<file path="config.mk">
export PLATFORM = sky130hd
export DESIGN_NAME = step_sequencer
export DESIGN_NICKNAME = d
export VERILOG_FILES = /design/src/rtl/synth_seq_pkg.sv /design/src/rtl/step_sequencer_timer.sv /design/src/rtl/step_sequencer.sv
export SDC_FILE = /design/constraint.sdc
export NUM_CORES = 1
export LEC_CHECK = 0
export CELL_PAD_IN_SITES_DETAIL_PLACEMENT = 1
export CELL_PAD_IN_SITES_GLOBAL_PLACEMENT = 2
export CORE_ASPECT_RATIO = 2
export CORE_UTILIZATION = 34
export CTS_CLUSTER_DIAMETER = 80
export CTS_CLUSTER_SIZE = 8
export DETAILED_ROUTE_END_ITERATION = 7
export PLACE_DENSITY = 0.75
export SKIP_CTS_REPAIR_TIMING = 1
export SLEW_MARGIN = 20
export SYNTH_ARGS = -nofsm -noshare
export SYNTH_HDL_FRONTEND = slang
export SYNTH_SLANG_ARGS = --single-unit
</file>
<file path="constraint.sdc">
create_clock -name clk -period 4.82 [get_ports clk]
set_input_delay 0.723 -clock clk [delete_from_list [all_inputs] [get_ports clk]]
set_output_delay 0.723 -clock clk [all_outputs]
set_load 0.01 [all_outputs]
</file>
<file path="src/rtl/synth_seq_pkg.sv">
// Shared types and step-word layout for the pattern step sequencer.
// Holds the FSM state enum, step-word field positions and default depth.
package synth_seq_pkg;

  localparam int STEPS_DEF = 8;
  localparam int WORD_W    = 14;

  localparam int REST_BIT = 13;
  localparam int OCT_MSB  = 12;
  localparam int OCT_LSB  = 11;
  localparam int SW_MSB   = 10;
  localparam int SW_LSB   = 0;

  typedef enum logic [1:0] {
    S_IDLE,
    S_PLAY,
    S_HOLD
  } seq_state_t;

  function automatic logic word_rest(
    input logic [WORD_W-1:0] w
  );
    return w[REST_BIT];
  endfunction

endpackage

</file>
<file path="src/rtl/step_sequencer_timer.sv">
// step_timer: per-step cycle counter with clear/enable and
// terminal flags for the gate window and the step length.
module step_timer #(
  parameter int TEMPO_W = 24
) (
  input  logic               clk,
  input  logic               rst,
  input  logic               clr,
  input  logic               en,
  input  logic [TEMPO_W-1:0] tempo,
  input  logic [TEMPO_W-1:0] gate_len,
  output logic [TEMPO_W-1:0] cnt,
  output logic               gate_end,
  output logic               step_end
);

  logic [TEMPO_W-1:0] tempo_m1;
  logic [TEMPO_W:0]   cnt_p1;

  always_ff @(posedge clk) begin
    if (rst) begin
      cnt <= '0;
    end else if (clr) begin
      cnt <= '0;
    end else if (en) begin
      cnt <= cnt + TEMPO_W'(1);
    end
  end

  // tempo of zero behaves as a one-cycle step
  always_comb begin
    tempo_m1 = '0;
    if (tempo != '0) begin
      tempo_m1 = tempo - TEMPO_W'(1);
    end
  end

  assign cnt_p1   = {1'b0, cnt} + (TEMPO_W+1)'(1);
  assign gate_end = (cnt_p1 == {1'b0, gate_len});
  assign step_end = (cnt >= tempo_m1);

endmodule

</file>
<file path="src/rtl/step_sequencer.sv">
// step_sequencer: plays a STEPS-deep pattern of note words with tempo/gate timing.
// Define SEQ_LOOP_EN to wrap after the last step instead of stopping.
module step_sequencer
  import synth_seq_pkg::*;
#(
  parameter int STEPS   = STEPS_DEF,
  parameter int TEMPO_W = 24,
  localparam int AW     = $clog2(STEPS)
) (
  input  logic               clk,
  input  logic               rst,
  input  logic               en,
  input  logic               start,
  input  logic               stop,
  input  logic               wr_en,
  input  logic [AW-1:0]      wr_addr,
  input  logic [WORD_W-1:0]  wr_data,
  input  logic [TEMPO_W-1:0] tempo,
  input  logic [TEMPO_W-1:0] gate_len,
  output logic [10:0]        sw_out,
  output logic [1:0]         octave_out,
  output logic               gate,
  output logic [AW-1:0]      step_idx,
  output logic               busy
);

  localparam logic [AW-1:0] LAST = AW'(STEPS-1);

  logic [WORD_W-1:0]  mem [STEPS];
  seq_state_t         state;
  logic               load;
  logic               to_idle;
  logic [AW-1:0]      load_idx;
  logic [WORD_W-1:0]  ld_word;
  logic               ld_gate;
  logic               tmr_clr;
  logic               tmr_en;
  logic [TEMPO_W-1:0] cnt;
  logic               gate_end;
  logic               step_end;

  step_timer #(
    .TEMPO_W (TEMPO_W)
  ) u_timer (
    .clk      (clk),
    .rst      (rst),
    .clr      (tmr_clr),
    .en       (tmr_en),
    .tempo    (tempo),
    .gate_len (gate_len),
    .cnt      (cnt),
    .gate_end (gate_end),
    .step_end (step_end)
  );

  assign tmr_clr = load | to_idle;
  assign tmr_en  = en & (state != S_IDLE);

  // stop beats start; both beat the running step
  always_comb begin
    load     = 1'b0;
    to_idle  = 1'b0;
    load_idx = '0;
    if (en) begin
      if (stop) begin
        to_idle = 1'b1;
      end else if (start) begin
        load = 1'b1;
      end else if (state != S_IDLE && step_end) begin
        if (step_idx == LAST) begin
`ifdef SEQ_LOOP_EN
          load = 1'b1;
`else
          to_idle = 1'b1;
`endif
        end else begin
          load     = 1'b1;
          load_idx = step_idx + AW'(1);
        end
      end
    end
  end

  assign ld_word = mem[load_idx];
  assign ld_gate = ~word_rest(ld_word) & (gate_len != '0);

  always_ff @(posedge clk) begin
    if (rst) begin
      state      <= S_IDLE;
      gate       <= 1'b0;
      busy       <= 1'b0;
      step_idx   <= '0;
      sw_out     <= '0;
      octave_out <= '0;
      for (int i = 0; i < STEPS; i++) begin
        mem[i] <= '0;
      end
    end else begin
      if (wr_en) begin
        mem[wr_addr] <= wr_data;
      end
      if (to_idle) begin
        state <= S_IDLE;
        gate  <= 1'b0;
        busy  <= 1'b0;
      end else if (load) begin
        state      <= S_PLAY;
        step_idx   <= load_idx;
        sw_out     <= ld_word[SW_MSB:SW_LSB];
        octave_out <= ld_word[OCT_MSB:OCT_LSB];
        gate       <= ld_gate;
        busy       <= 1'b1;
      end else if (en && state == S_PLAY && gate_end) begin
        state <= S_HOLD;
        gate  <= 1'b0;
      end
    end
  end

endmodule

</file>
; ---- Yosys cells after proc, flatten, opt, wreduce, memory -nomap -nowiden
; Memories as Yosys holds them, arrays and structs flattened.
; Cells that the tools add are included.
[word_totals]
ff_bits = 44
latch_bits = 0
mem_bits_rw = 112
romBits = 0
input_bits = 71
output_inout_bits = 18
wordCells = 62
mem_count = 1
[memory_table]
columns = name, depth, width, rd, rd_clocked_by_memory_dff, wr, line_no
row1 = mem, 8, 14, 1, 0, 8, step_sequencer.sv:29  ; logic [WORD_W-1:0] mem [STEPS];
[classes]
n_addsub = 4
mul = 0
div_mod_pow = 0
magnitude_cmp = 1
eq_ne = 3
shifts = 0
mux = 28
bitwise_logic = 5
n_reduce_logical = 12
[ops]
columns = op, n
row1 = $reduce_bool 24->1, 2
row2 = $add 24x1->25 const B, 1
row3 = $eq 25x24->1, 1
row4 = $add 24x1->24 const B, 1
row5 = $ge 24x24->1, 1
row6 = $mux 24, 1
row7 = $sub 24x1->24 const B, 1
row8 = $mux 1, 20
row9 = $mux 3, 6
row10 = $mux 14, 1
row11 = $reduce_or 14->1, 1
row12 = $reduce_bool 2->1, 2
row13 = $reduce_or 2->1, 2
row14 = $add 3x1->3 const B, 1
row15 = $eq 3x3->1 const B, 1
row16 = $logic_and 1x1->1, 3
row17 = $reduce_or 3->1, 1
row18 = $and 1x1->1, 2
row19 = $eq 2x1->1 const B, 1
row20 = $not 1->1, 2
row21 = $reduce_and 2->1, 1
row22 = $or 1x1->1, 1

; ---- Depth between registers and ports, before layout
; An unclocked memory read counts as a cell.
[logic_depth]
ltp_word = 12
mapped_depth = 18
ltp_nobuf = 16

; ---- Cells and area by module
; From an unflattened synthesis, not the netlist that was laid out.
[hier_totals]
cells_unflattened = 905
hier_area_um2 = 8912.3
[by_module_without_submodules]
columns = mod, n_inst, cells_each, area_per_inst_um2, seq_area_each_um2
row1 = step_sequencer, 1, 521, 6033.3, 3763.6
row2 = step_timer, 1, 384, 2879.0, 480.5

; ---- Worst setup path after synthesis
; OpenSTA, ideal clock, no wires.
[synth_timing]
path_kind = input port to flip-flop
from = input port tempo[11]
to = register sw_out[7]
setup_ns = 0.122
arrival_ns = 4.662
required_time_ns = 4.698
slack_ns = 0.037
path_stages = 17
path_buffers = 3
cell_sequence = or4_1 > clkbuf_1 > or3_1 > nor4_1 > xor2_1 > nand2_1 > ha_1 > nand4_1 > nor3_1 > a221oi_1 > and3_1 > clkbuf_1 > a21oi_2 > buf_2 > mux2i_1 > o21ai_0 > a221o_1
[synth_via]
elab_chain_len = 10
elab_cells_between_ends = 20
classes_between = add/sub (1) / order compare (1) / mux (13) / bitwise (1) / reduce/logical (3) / memory (1)
[synth_lines]
columns = item, line_no
row1 = start: declaration, step_sequencer.sv:18  ; input logic [TEMPO_W-1:0] tempo,
row2 = $sub 24x1->24 / $reduce_bool 24->1 (equally long branches), "step_sequencer_timer.sv:34, step_sequencer_timer.sv:33"
row3 = $mux 24 (*), step_sequencer_timer.sv:33  ; if (tempo != '0) begin
row4 = $ge 24x24->1 (*), step_sequencer_timer.sv:40  ; assign step_end = (cnt >= tempo_m1);
row5 = $logic_and 1x1->1 (*), step_sequencer.sv:69  ; end else if (state != S_IDLE && step_end) begin
row6 = branches (longest 6 deep; another with $mem_v2 8x14), -
row7 = end signal: assignment, step_sequencer.sv:109  ; sw_out <= ld_word[SW_MSB:SW_LSB];
row8 = end: declaration, step_sequencer.sv:20  ; output logic [10:0] sw_out,
; Every way passes the cells marked *.
; A chain may end at the register's enable or synchronous reset.

; ---- Final worst setup path
[layout_timing]
from = input port tempo[11]
to = register sw_out[1]
; Same word-level chain as after synthesis.

==> metrics.cfg <==
[outcome]
status = completed

[logic_synthesis]
synth-main-ff-cell = sky130_fd_sc_hd__edfxtp_1
yosysSeqAreaShare = 0.461
syn_inst = 916
post_synth.cell_area_avg_um2 = 10.0
post_synth_instance_area_um2 = 9200
synth-async-reset-ratio = 0
synthesis.yosys.warnings = 0
flops_latches_synth = 156
syn_nets = 1016
synth-edff-count = 112
synthDistinctLibCells = 67

[timing]
setup_ws_ps = 158
maxSlewHeadroom = 0.363
finalHoldViolations = 0
final.setup_skew_ps = 8.28
setup_total_negative_slack_ps = 0
min_period_over_period = 0.967
unrepaired_setup_endpoints_after_global_routing = true
final.min_clock_period_ps = 4660
holdWs_ps = 445
fmax_ghz = 0.214
maxSlewViolCount = 0
worst-slew-pin-transition_ps = 951
finalSetupViolations = 0

[flow_run]
maxCapViolCount = 0

[layout]
antenna_cells = 0
most_frequent_cells_in_the_layout = sky130_fd_sc_hd__and2_1, sky130_fd_sc_hd__edfxtp_1, sky130_fd_sc_hd__clkdlybuf4s50_1
final_layout_size_suffix_gt1_frac = 0.160
final_nets = 1167
syn_to_final_growth_pct = 26.6
mostFrequentLayoutCell = sky130_fd_sc_hd__and2_1

[floorplanning]
die_height_um = 235
core_area_um2 = 26500
die_area_um2 = 27800
floorplan.rows = 84
chipWidth_um = 118
floorplan.initialDensity = 0.347
io-pin-count = 89

[detailed_routing]
drtPass1Iterations = 4
post_drt_via_cell_ratio = 5.25
remaining_drc_errors = 0
initialDrtViolationCount = 269
wl_per_cell_um = 20.2
vias = 7477
wirelength_um = 28700
postRouteAntennaNets = 0

[cts]
clk_latency_ps = 440
numClockSinks = 156
cts.clk_slew.worst_paths_ps = 70
ctsRootBufferMaster = sky130_fd_sc_hd__clkbuf_16
cts_buffer_count = 17
ctsHtreeMaxLevel = 4
clockBufferDepth = 2
clock_tree_from_tritoncts = yes

[pwr]
p_seq_frac = 0.487
power_density_nw_per_um2 = 268
comb_power_share = 0.097
cell_internal_pwr_mw = 2.37
clkPwrFrac = 0.416
power.leakage_nw = 4.16
switching_power_mw = 0.758
maximum_vdd_drop_mv = 0.394
switching_share = 0.242

[grt]
grt_pass1_wl_um = 43700
grt_start_max_net_pins = 34
grt.overflow.total = 0
initial_antenna_violation_count = 0
first_global_vias = 8072
grt_usage = 0.212

[critical_path]
crit_fanout = 13
timing.critical_path.slowest_stage_cell = sky130_fd_sc_hd__or4_1
slowest_delay_ps = 560
setup.worst_path.start_class = input port
cpLargestDelayFamily = simple AND/OR/NAND/NOR gates
setup_slack_of_the_most_critical_reg_to_reg_path_ps = 1510
worst-endpoint-required_ps = 5200
critical_path.n_buffers_inverters = 3
cp.arrival_ps = 5040
worstSetupPathType = input port to flip-flop
timing.critical_path.cells = clkdlybuf4s50_1 > or4_1 > or3_1 > nor4_1 > xor2_1 > nand2_1 > ha_1 > buf_4 > a21oi_1 > nand2_1 > a221oi_2 > and3_4 > a21oi_1 > buf_4 > or2_2 > a211oi_1 > a221o_1
critical_path_end_type = flip-flop

[placed_design]
place.gp.congestion = 0.825
pre_cts_slack_ps = -456
buffer_ports.inserted = 88
place.detailed.hpwl_um = 23400

[min_path]
worstHoldPathType = flip-flop to flip-flop

## stage by stage
stage	area [um^2]	power, mW	std cells	util
3_5_place_dp	11000	1.86	1392	0.417
3_3_place_gp	11000	1.85	1392	0.417
2_1_floorplan	9200	1.67	916	-
4_1_cts	11600	3.16	1424	0.438
5_1_grt	11700	3.23	1424	0.440
6_report	11700	3.13	1424	0.440
## Yosys cell counts, drive strengths merged, types with 18 or more instances
library cell | count | share of area
ha | 29 | 0.039
clkbuf | 38 | 0.016
mux2 | 27 | 0.033
nor2 | 56 | 0.023
xnor2 | 36 | 0.034
edfxtp | 112 | 0.37
dfxtp | 44 | 0.096
nor3 | 33 | 0.021
nor2b | 18 | 0.012
nor4 | 19 | 0.013
nand3 | 25 | 0.016
a211oi | 19 | 0.016
a21oi | 37 | 0.021
o21ai | 39 | 0.021
xor2 | 32 | 0.030
and2 | 113 | 0.077
nand2 | 86 | 0.036
## logic make-up after synthesis
group / share of synthesized area
and+or+nand+nor: 0.238
DFF: 0.461
adders and majority gates: 0.0394
xor gates and xnor gates: 0.0647
buffers and inverters: 0.0292
AOI/OAI and AO/OA: 0.114
muxes: 0.0529
## power by group through the flow
| stage | registers [mW] | clock network [mW] | logic [mW] |
|---|---|---|---|
| after detailed placement | 1.55 | 0 | 0.307 |
| after global routing | 1.53 | 1.37 | 0.330 |
| after CTS | 1.52 | 1.33 | 0.309 |
| after global placement | 1.55 | 0 | 0.302 |
| after floorplan | 1.54 | 0 | 0.126 |
| final | 1.52 | 1.30 | 0.305 |
## worst paths after layout
kind                                               start                      to  depth (start not counted)
worst max-delay path                           tempo[11]  sw_out[1]$_SDFFE_PP0P_                         17
worst min-delay path                   busy$_SDFFE_PP0P_       busy$_SDFFE_PP0P_                          2
worst max register to register  step_idx[0]$_SDFFE_PP0P_  sw_out[3]$_SDFFE_PP0P_                         10
worst min register to register         busy$_SDFFE_PP0P_       busy$_SDFFE_PP0P_                          2
## area by class of cell
class,count,area (um^2)
Fill cell,3060,14800
Multi-Input combinational cell,701,4740
Tap cell,344,430
Clock inverter,14,131
Clock buffer,18,429
Inverter,12,45.0
Sequential cell,156,4240
Timing Repair Buffer,179,1630
## sequential cells by signal, summed over array words and instances (netlist names)
signal and count:
step_idx 3, sw_out 11, gate 1, state 2, u_timer.cnt 24, octave_out 2, busy 1, mem 112
## routing by layer
layer	wire length, um	vias up	global-route usage	part of all wire
li1	-	3634	-	-
met1	9260	3652	0.181	0.32
met2	17600	132	0.452	0.61
met3	615	59	0.0265	0.021
met4	1210	0	0.109	0.042
met5	0	-	0	0
## worst min-delay path: cells and delay by family (launching register included)
kind	cells	cell delay, ps
AOI/OAI and AO/OA	1	50
buffers and inverters	1	50
DFF	1	310
Note: power is estimated with default switching activity, not from simulation.
